### config.mk
export PLATFORM = sky130hd
export DESIGN_NAME = song_sequencer
export DESIGN_NICKNAME = d
export VERILOG_FILES = /design/src/rtl/song_sequencer.sv
export SDC_FILE = /design/constraint.sdc
export NUM_CORES = 1
export LEC_CHECK = 0
export BUFFER_PORTS_ARGS = -buffer_cell sky130_fd_sc_hd__buf_2
export CORE_ASPECT_RATIO = 1.75
export CORE_MARGIN = 3
export CORE_UTILIZATION = 55
export CTS_CLUSTER_DIAMETER = 150
export CTS_CLUSTER_SIZE = 25
export DETAILED_ROUTE_END_ITERATION = 10
export PLACE_DENSITY = 0.78
export RECOVER_POWER = 100
export SLEW_MARGIN = 20
export SYNTH_ARGS = -nofsm -noshare
export SYNTH_HDL_FRONTEND = slang
export SYNTH_SLANG_ARGS = --single-unit
### constraint.sdc
create_clock -name clk -period 3.2 [get_ports clk]
set_clock_uncertainty 0.15 [all_clocks]
set_input_delay 0.32 -clock clk [delete_from_list [all_inputs] [get_ports clk]]
set_output_delay 0.32 -clock clk [all_outputs]
set_load 0.02 [all_outputs]
### src/rtl/song_sequencer.sv
// Beat-timed playback controller for a song note ROM.
// Fetches one half-period per beat and gates the tone with an end-of-beat gap.
module song_sequencer #(
   parameter int ADDR_W     = 10,
   parameter int FREQ_W     = 18,
   parameter int BEAT_W     = 23,
   parameter int BEAT_TICKS = 3125000,
   parameter int GAP_TICKS  = 250000
) (
   input  logic              clk,
   input  logic              resetn,
   input  logic              start,
   input  logic              stop,
   input  logic              pause,
   input  logic [ADDR_W-1:0] song_len,
   output logic [ADDR_W-1:0] rom_addr,
   input  logic [FREQ_W-1:0] rom_q,
   output logic [FREQ_W-1:0] half_period,
   output logic              note_valid,
   output logic              busy,
   output logic              done,
   output logic [ADDR_W-1:0] cur_addr
);

   localparam logic [2:0] IDLE  = 3'd0;
   localparam logic [2:0] FETCH = 3'd1;
   localparam logic [2:0] LATCH = 3'd2;
   localparam logic [2:0] PLAY  = 3'd3;
   localparam logic [2:0] DONE  = 3'd4;

   localparam logic [BEAT_W-1:0] LAST_TICK =
      BEAT_W'(BEAT_TICKS - 1);
   localparam logic [BEAT_W-1:0] SOUND_TICKS =
      BEAT_W'(BEAT_TICKS - GAP_TICKS);

   logic [2:0]        state_q, state_d;
   logic [ADDR_W-1:0] addr_q, addr_d;
   logic [ADDR_W-1:0] cur_q, cur_d;
   logic [ADDR_W-1:0] len_q, len_d;
   logic [FREQ_W-1:0] hp_q, hp_d;
   logic [BEAT_W-1:0] cnt_q, cnt_d;
   logic              busy_q, done_q;

   always_comb begin
      state_d = state_q;
      addr_d  = addr_q;
      cur_d   = cur_q;
      len_d   = len_q;
      hp_d    = hp_q;
      cnt_d   = cnt_q;
      // Stop overrides everything else outside IDLE.
      if (stop && state_q != IDLE) begin
         state_d = IDLE;
         addr_d  = '0;
         hp_d    = '0;
      end else begin
         unique case (state_q)
            IDLE: begin
               if (start && !stop) begin
                  len_d  = song_len;
                  addr_d = '0;
                  if (song_len == '0) state_d = DONE;
                  else                state_d = FETCH;
               end
            end
            FETCH: state_d = LATCH;
            LATCH: begin
               hp_d    = rom_q;
               cur_d   = addr_q;
               cnt_d   = '0;
               state_d = PLAY;
            end
            PLAY: begin
               if (!pause) begin
                  if (cnt_q == LAST_TICK) begin
                     if (addr_q == len_q - ADDR_W'(1)) begin
                        state_d = DONE;
                     end else begin
                        addr_d  = addr_q + ADDR_W'(1);
                        state_d = FETCH;
                     end
                  end else begin
                     cnt_d = cnt_q + BEAT_W'(1);
                  end
               end
            end
            DONE: begin
               hp_d    = '0;
               addr_d  = '0;
               state_d = IDLE;
            end
            default: state_d = IDLE;
         endcase
      end
   end

   always_ff @(posedge clk or negedge resetn) begin
      if (!resetn) begin
         state_q <= IDLE;
         addr_q  <= '0;
         cur_q   <= '0;
         len_q   <= '0;
         hp_q    <= '0;
         cnt_q   <= '0;
         busy_q  <= 1'b0;
         done_q  <= 1'b0;
      end else begin
         state_q <= state_d;
         addr_q  <= addr_d;
         cur_q   <= cur_d;
         len_q   <= len_d;
         hp_q    <= hp_d;
         cnt_q   <= cnt_d;
         busy_q  <= (state_d != IDLE);
         done_q  <= (state_d == DONE);
      end
   end

   assign rom_addr    = addr_q;
   assign cur_addr    = cur_q;
   assign half_period = hp_q;
   assign busy        = busy_q;
   assign done        = done_q;
   assign note_valid  = (state_q == PLAY) && (hp_q != '0) &&
                        (cnt_q < SOUND_TICKS) && !pause;

endmodule
Word-level counts from Yosys, hierarchy flattened:

Cells that the tools add are included.

* flip-flop bits (word level): 76
* logic and storage cells: 63
* input bits: 33
* output and inout port bits: 41

* $lt $le $gt $ge: 1
* eq/ne operators: 13
* reduce and logical (&&, ||, !) cells: 19
* $add $sub $neg: 3
* bitwise operators: 1
* muxes and demuxes: 18

Operators with widths (number)
* $mux 10: 5
* $mux 23: 2
* $pmux 23 s2: 1
* $pmux 18 s2: 1
* $pmux 10 s3: 1
* $add 23x1->23 const B: 1
* $eq 23x22->1 const B: 1
* $lt 23x22->1 const B: 1
* $mux 18: 1
* $mux 3: 6
* $reduce_bool 18->1: 1
* $ne 3x3->1 const B: 4
* $pmux 3 s4: 1
* $add 10x1->10 const B: 1
* $eq 10x10->1: 1
* $logic_not 10->1: 1
* $sub 10x1->10 const B: 1
* $reduce_bool 3->1: 3
* $eq 3x2->1 const B: 2
* $eq 3x3->1 const B: 2
* $logic_and 1x1->1: 5
* $reduce_and 5->1: 1
* $ne 2x2->1 const B: 2
* $reduce_and 4->1: 1
* other kinds (8): 9

Logic depth before layout (Yosys ltp):

Gate-level depths: netlist of the first run.

* depth in word-level cells: 8
* mapped depth: 10
* depth with buffers taken out: 9

Worst setup path before layout of the first run:

Ideal clock, no wire load.

* path type: register to register
* from: reg len_q[0]
* to: reg addr_q[7], in the netlist rom_addr[7]
* clock period less this slack: 2.592 ns
* setup slack: 0.608 ns
* data arrival time: 2.350 ns
* buffers on the path: 0
* data required time: 2.958 ns
* setup time: 0.092 ns
* cell stages (with the launch flop): 10
* cell sequence: dfrtp_1 inv_1 ha_1 nor3b_1 a221o_1 nand4_1 o21a_1 and2_4 or4b_4 o31ai_2

* word-level cells in the longest chain between the ends: 4

RTL lines
* start: declaration: RTL line 39 `logic [ADDR_W-1:0] len_q, len_d;`
* start signal: assignment: RTL line 111 `len_q <= len_d;`
* $sub 10x1->10: RTL line 76 `if (addr_q == len_q - ADDR_W'(1)) begin`
* $eq 10x10->1: RTL line 76
* $ne 3x3->1 (no source line)
* $reduce_and 5->1 (no source line)
* end signal: assignment: RTL line 109 `addr_q <= addr_d;`
* end: declaration: RTL line 37 `logic [ADDR_W-1:0] addr_q, addr_d;`

Every way passes these cells.
A chain may end at the register's enable or synchronous reset.

Final worst setup path of the first run:

Same ends and word-level chain as after synthesis.

==> results.txt, run 1 <==
Post-Layout Cell Count: 537
Worst min-delay path category: in -> reg
Post-synth top area cell: sky130_fd_sc_hd__dfrtp_1
Share of final-layout standard cells stronger than drive strength 1: 19.1%
Via count of the first global-routing pass: 3,303
Final Setup Violations: 0
Period Utilization, post-route: 92.0%
Vias per std cell: 6.12
Crit path time final: 2.94 ns
Antenna violations before repair: 0
Family with the most delay on the worst path: simple AND/OR/NAND/NOR gates
Drt initial violations: 342
Resized cells post-CTS: 0
Headroom to the max-slew limit: -24.3%
Synthesized net count: 411
Mean instance size in the synthesized netlist: 10.3 um^2
Final RePlAce weighted congestion: 0.894
Congestion Overflow GR: 0
Storage cell area: 0.00190 mm^2
Critical Path Slowest Stage Cell: sky130_fd_sc_hd__or4b_4
Crit path launch: len_q[0]
Setup slack at placement: 0.334 ns
Number of buffers between clock root and the deepest sink: 2
Area of the core region: 0.00669 mm^2
Global-route wire length before repair: 15,800 um
CTS sink count: 76
Instance area after placement: 0.00435 mm^2
Proportion of netlist area held by the largest area contributor: 49.1%
# rows: 39
Delay of the slowest cell on the worst path: 0.57 ns
Failing checks: max-capacitance violations, max-slew violations
Die height: 117 um
Commonest non-fill, non-tap cell in the layout: sky130_fd_sc_hd__dfrtp_1
Final Total Pwr: 3.04 mW
IR Drop Worst-Case VDD: 0.469 mV
Transition at the pin with the smallest max-transition slack: 1.86 ns
Final Hold Slack: 0.0585 ns
Number of hold-slack violations in the final timing report: 0
Starting Density: 58.0%
Die Width: 69.5 um
Count of nets after finishing: 487
Result of the run: finished with violations
Number of H-tree levels: 3
Count of cell types in the netlist: 54
Crit Path Max Fanout: 6
Iteration count of the initial detailed-routing pass: 5
Die area: 0.00813 mm^2
Sum Neg Setup Slack: 0 ns
Type of the worst setup path: reg -> reg
Source-to-sink clock delay at the later pin of the worst-skew pair: 0.34 ns
Antenna cells: 0
Multi-input logic area: 0.00188 mm^2
Share of the yosys chip area belonging to registers: 49.1%
Buffer type at the clock tree root: sky130_fd_sc_hd__clkbuf_16
Setup WS post-layout: 0.256 ns
Power per unit of standard cell area: 661 mW/mm^2
Reported leakage power: 2.08 nW
Total of buffers placed on input and output ports: 73
Number of setup buffers added after CTS: 0
Number of vias in the routed layout: 3,287
Maximum number of pins on one net before global-route repair: 77
Total count of max-transition violations in the final report: 77
Element type at the critical path start: flop
GR Util All Layers: 24.8%
Layout fillers: 498
Beginning of the worst register-to-register path: len_q[0]
Number of remaining DRC errors: 0
Residual antenna-violating net count after detailed routing: 0
Most frequent cells in the layout: 76 x sky130_fd_sc_hd__dfrtp_1, 42 x sky130_fd_sc_hd__clkbuf_1, 37 x sky130_fd_sc_hd__nor2_1
Main synth FF type: sky130_fd_sc_hd__dfrtp_1
Final cell area excluding filler cells: 0.00459 mm^2
Count of max-cap constraint violations: 1
CP Buf/Inv Count: 1
Peak Freq: 340 MHz
Area of the mapped netlist: 0.00387 mm^2
EDFF count, synth: 0
TritonCTS clock tree: yes
Setup repair after global routing missed its margin: false
Chain of cells forming the critical path: inv_1, ha_1, nor3b_1, a221o_1, nand4_1, o21a_1, and2_2, or4b_4, o31ai_1
Detailed placement HPWL: 6660 um
Area growth from synthesis to layout: 18.5%
Detailed Route WL: 9570 um
Hold buffer count at cts: 0
Required time of the critical path: 3.29 ns
Clock transition at path regs: 0.06 ns
Worst Hold Launch: rom_q[7]
Number of top-level pins: 74
Dpl cells: 522
Most area-consuming cells after synthesis: sky130_fd_sc_hd__dfrtp_1 49%, sky130_fd_sc_hd__mux2_2 5.8%, sky130_fd_sc_hd__xor2_1 5.4%
Gate count of the mapped netlist: 375
Critical Path End Type: flop
Final cell utilization of the core: 68.7%
Average wire per standard cell: 17.8 um
Arrival time at the worst endpoint: 3.04 ns
Share of synthesized flip-flops with an asynchronous set or reset: 100%
Clock buffer count from CTS: 9
Flip-flop and latch count after synthesis: 76
Yosys warns: 0
## worst register-to-register path, stage by stage (launching register included)
cell and delay [ns]:
sky130_fd_sc_hd__dfrtp_1 0.42, sky130_fd_sc_hd__inv_1 0.09, sky130_fd_sc_hd__ha_1 0.21, sky130_fd_sc_hd__nor3b_1 0.49, sky130_fd_sc_hd__a221o_1 0.25, sky130_fd_sc_hd__nand4_1 0.11
sky130_fd_sc_hd__o21a_1 0.14, sky130_fd_sc_hd__and2_2 0.18, sky130_fd_sc_hd__or4b_4 0.57, sky130_fd_sc_hd__o31ai_1 0.25
## sequential cells by signal (all words and copies together), names as in the netlist
register,flops
state_q,3
busy,1
done,1
cnt_q,23
half_period,18
rom_addr,10
cur_addr,10
len_q,10
## area by class of cell
cell class / instances / share of cell area, %
flip-flops and latches: 76 / 41.4
well taps: 82 / 2.23
repair buffers: 80 / 7.79
inverters: 6 / 0.490
multi-input cells: 278 / 41.0
clock buffers: 11 / 5.50
clock inverters: 4 / 1.58
## report_power, final
part           total [mW]  leakage [nW]  switching [mW]  internal [mW]
logic               0.688         0.896           0.406          0.282
clock network        1.10         0.158           0.380          0.719
registers            1.25          1.02           0.161           1.09
total                3.04          2.08           0.947           2.09
## synth_stat cells (2+ instances only)
| cell type | instances |
|---|---|
| sky130_fd_sc_hd__a211oi_1 | 6 |
| sky130_fd_sc_hd__a21oi_1 | 8 |
| sky130_fd_sc_hd__a22o_1 | 18 |
| sky130_fd_sc_hd__a31oi_1 | 3 |
| sky130_fd_sc_hd__and2_1 | 2 |
| sky130_fd_sc_hd__and3_1 | 9 |
| sky130_fd_sc_hd__clkbuf_1 | 13 |
| sky130_fd_sc_hd__dfrtp_1 | 76 |
| sky130_fd_sc_hd__ha_1 | 3 |
| sky130_fd_sc_hd__inv_1 | 6 |
| sky130_fd_sc_hd__mux2_2 | 20 |
| sky130_fd_sc_hd__nand2_1 | 26 |
| sky130_fd_sc_hd__nand2b_1 | 6 |
| sky130_fd_sc_hd__nand3_1 | 14 |
| sky130_fd_sc_hd__nand3b_1 | 3 |
| sky130_fd_sc_hd__nand4_1 | 14 |
| sky130_fd_sc_hd__nand4b_1 | 2 |
| sky130_fd_sc_hd__nor2_1 | 38 |
| sky130_fd_sc_hd__nor2b_1 | 4 |
| sky130_fd_sc_hd__nor3_1 | 3 |
| sky130_fd_sc_hd__nor3b_1 | 2 |
| sky130_fd_sc_hd__nor4_1 | 9 |
| sky130_fd_sc_hd__o21a_1 | 2 |
| sky130_fd_sc_hd__o21ai_0 | 13 |
| sky130_fd_sc_hd__o21ai_1 | 4 |
| sky130_fd_sc_hd__o21bai_1 | 2 |
| sky130_fd_sc_hd__o22ai_1 | 3 |
| sky130_fd_sc_hd__o31ai_1 | 2 |
| sky130_fd_sc_hd__or2_2 | 5 |
| sky130_fd_sc_hd__or3_1 | 2 |
| sky130_fd_sc_hd__or4_1 | 4 |
| sky130_fd_sc_hd__or4b_4 | 2 |
| sky130_fd_sc_hd__xnor2_1 | 7 |
| sky130_fd_sc_hd__xor2_1 | 24 |
## routing by layer
metal | up-vias | track usage [%] | routed length, um | part of all wire (%)
li1 | 1527 | - | - | -
met1 | 1629 | 27.6 | 3580 | 37
met2 | 101 | 44.7 | 5320 | 56
met3 | 30 | 4.87 | 348 | 3.6
met4 | 0 | 13.4 | 325 | 3.4
met5 | - | 0 | 0 | 0
## kinds of logic after synthesis
family          Yosys count  share of synthesized area, %
simple gates            153                          21.6
buf+inv                  21                          2.13
compound gates           71                          13.4
fa+ha+maj                 3                         0.969
mux                      20                          5.81
xor+xnor                 31                          7.01
flops                    76                          49.1
## final timing paths
| kind | depth (start not counted) | endpoint | slack [ns] |
|---|---|---|---|
| worst max-delay path | 9 | rom_addr[7] | 0.26 |
| worst min-delay path | 2 | half_period[7] | 0.06 |
| worst max register to register | 9 | rom_addr[7] | 0.26 |
| worst min register to register | 1 | cur_addr[5] | 0.36 |
| max in group asynchronous | 1 | half_period[11] | 1.46 |
| min in group asynchronous | 1 | cnt_q[16] | 0.33 |
(Power assumes the default switching activity.)
==> run 2, diff against run 1 <==
--- a/config.mk
+++ b/config.mk
@@ -14,6 +14,8 @@
 export DETAILED_ROUTE_END_ITERATION = 10
 export PLACE_DENSITY = 0.78
 export RECOVER_POWER = 100
+export SETUP_SLACK_MARGIN = 0.3
+export SKIP_LAST_GASP = 1
 export SLEW_MARGIN = 20
 export SYNTH_ARGS = -nofsm -noshare
 export SYNTH_HDL_FRONTEND = slang
==> results.txt, run 2 (same netlist as run 1, synthesis figures left out) <==
Result of the run: finished with violations
Failing checks: max-capacitance violations, max-slew violations
Clock buffer count from CTS: 9 (unchanged)
Via count of the first global-routing pass: 3,303 (unchanged)
Drt initial violations: 341 (-0.29%)
Proportion of total power due to net switching: 31.2% (-0.043 points)
CTS sink count: 76 (unchanged)
Resized cells post-CTS: 0 (unchanged)
Antenna cells: 0 (unchanged)
Iteration count of the initial detailed-routing pass: 4 (-1)
Residual antenna-violating net count after detailed routing: 0 (unchanged)
Clock transition at path regs: 0.06 ns (about the same)
Detailed Route WL: 9550 um (-0.24%)
Die height: 117 um (unchanged)
Detailed placement HPWL: 6660 um (unchanged)
Family with the most delay on the worst path: compound AO/OA/AOI/OAI gates
Starting Density: 58.0% (unchanged)
Element type at the critical path start: flop
Die area: 0.00813 mm^2 (unchanged)
CP most frequent cell: sky130_fd_sc_hd__a21oi_1
Portion of total power attributed to the clock network: 36.1% (about the same)
Total count of max-transition violations in the final report: 77 (unchanged)
Setup WS post-layout: 0.359 ns (+0.103 ns)
Total of buffers placed on input and output ports: 73 (unchanged)
Crit Path Max Fanout: 14 (+8)
# rows: 39 (unchanged)
Count of nets after finishing: 487 (unchanged)
Sum Neg Setup Slack: 0 ns (unchanged)
Setup repair after global routing missed its margin: false
Area of the core region: 0.00669 mm^2 (unchanged)
Global routing usage on met1: 27.6% (unchanged)
IR Drop Worst-Case VDD: 0.472 mV (+0.76%)
Met3 demand-to-capacity share in global routing: 4.87% (unchanged)
Number of remaining DRC errors: 0 (unchanged)
Critical Path Slowest Stage Cell: sky130_fd_sc_hd__or4_4
Buffer type at the clock tree root: sky130_fd_sc_hd__clkbuf_16
Flop pwr share: 41.2% (about the same)
GR Util All Layers: 24.8% (unchanged)
Hold buffer count at cts: 0 (unchanged)
TritonCTS clock tree: yes
Vias per std cell: 6.10 (-0.27%)
Share of final-layout standard cells stronger than drive strength 1: 19.1% (unchanged)
Critical Path End Type: flop
CP Buf/Inv Count: 0 (-1)
Most frequent cells in the layout: 76 x sky130_fd_sc_hd__dfrtp_1, 42 x sky130_fd_sc_hd__clkbuf_1, 37 x sky130_fd_sc_hd__nor2_1
Delay of the slowest cell on the worst path: 0.55 ns (-0.02 ns)
Final Setup Violations: 0 (unchanged)
Share of power burned in combinational logic: 22.7% (about the same)
Number of hold-slack violations in the final timing report: 0 (unchanged)
Depth of the most critical reg-to-reg path: 7 (-2)
Number of setup buffers added after CTS: 0 (unchanged)
Worst min-delay path category: in -> reg
Final Total Pwr: 3.04 mW (about the same)
Transition at the pin with the smallest max-transition slack: 1.84 ns (-0.0225 ns)
Number of top-level pins: 74 (unchanged)
Number of buffers between clock root and the deepest sink: 2 (unchanged)
Type of the worst setup path: reg -> reg
Crit path time final: 2.84 ns (-0.103 ns)
Die Width: 69.5 um (unchanged)
Cell depth of the worst hold path: 2 (unchanged)
Sw Pwr: 946 uW (-0.12%)
GR peak layer: met2
Headroom to the max-slew limit: -22.8% (+1.5 points)
Register with the most flip-flops: cnt_q
Global Route met2 Usage: 44.7% (unchanged)
Path length in cells of the critical path: 7 (-2)
Number of vias in the routed layout: 3,278 (-0.27%)
Period Utilization, post-route: 88.8% (-3.2 points)
Max reg flops: 23 (unchanged)
Final RePlAce weighted congestion: 0.894 (unchanged)
Source-to-sink clock delay at the later pin of the worst-skew pair: 0.34 ns (about the same)
Count of max-cap constraint violations: 1 (unchanged)
Peak Freq: 352 MHz (+3.6%)
Maximum number of pins on one net before global-route repair: 77 (unchanged)
Required time of the critical path: 3.31 ns (+0.02 ns)
Congestion Overflow GR: 0 (unchanged)
Global-route wire length before repair: 15,800 um (unchanged)
Reported leakage power: 2.08 nW (+0.16%)
Cell internal power dissipation: 2.09 mW (about the same)
Average wire per standard cell: 17.8 um (-0.24%)
Antenna violations before repair: 0 (unchanged)
Chain of cells forming the critical path: or4_4, or4b_1, a21oi_1, o21a_1, a31o_1, o21ai_0, a21oi_1
Area growth from synthesis to layout: 18.8%
Setup slack at placement: 0.334 ns (unchanged)
Power per unit of standard cell area: 660 mW/mm^2 (-0.22%)
Commonest non-fill, non-tap cell in the layout: sky130_fd_sc_hd__dfrtp_1
Arrival time at the worst endpoint: 2.95 ns (-0.09 ns)
Number of H-tree levels: 3 (unchanged)
[run 2: through the flow]
| stage | hold slack (ns) | cell area, um^2 | instances | utilization, % |
|---|---|---|---|---|
| floorplan | -0.126 | 3870 | 375 | - |
| global placement | 0.335 | 4350 | 522 | 65.0 |
| detailed placement | 0.341 | 4350 | 522 | 65.0 |
| CTS | 0.0124 | 4670 | 537 | 69.9 |
| global route | 0.0578 | 4600 | 537 | 68.9 |
| finish | 0.0598 | 4600 | 537 | 68.9 |
[run 2: layout make-up]
cell class | instances | area (um^2)
fillers | 501 | 2080
multi-input cells | 278 | 1890
clock buffers | 11 | 253
well taps | 82 | 103
inverters | 6 | 22.5
flip-flops and latches | 76 | 1900
clock inverters | 4 | 72.6
repair buffers | 80 | 360
[run 2: power by group through the flow]
stage	sequential, mW	combinational [mW]	clock [mW]
6_report	1.25	0.690	1.10
5_1_grt	1.27	0.760	1.16
4_1_cts	1.24	0.721	1.11
3_5_place_dp	1.26	0.714	0
3_3_place_gp	1.25	0.692	0
2_1_floorplan	1.30	0.425	0
[run 2: worst paths after layout]
| check | to | slack [ns] | start |
|---|---|---|---|
| worst min register to register | cur_addr[5] | 0.36 | cur_addr[5] |
| worst min-delay path | half_period[9] | 0.06 | rom_q[9] |
| worst max-delay path | rom_addr[4] | 0.36 | len_q[2] |
| min in group asynchronous | cnt_q[16] | 0.34 | resetn |
| worst max register to register | rom_addr[4] | 0.36 | len_q[2] |
| max in group asynchronous | half_period[11] | 1.48 | resetn |
[run 2: per-layer routing]
| layer | vias up | part of all wire [%] | wire length, um |
|---|---|---|---|
| met5 | - | 0 | 0 |
| met4 | 0 | 3.5 | 331 |
| met3 | 28 | 3.7 | 357 |
| met2 | 101 | 56 | 5330 |
| met1 | 1624 | 37 | 3530 |
| li1 | 1525 | - | - |
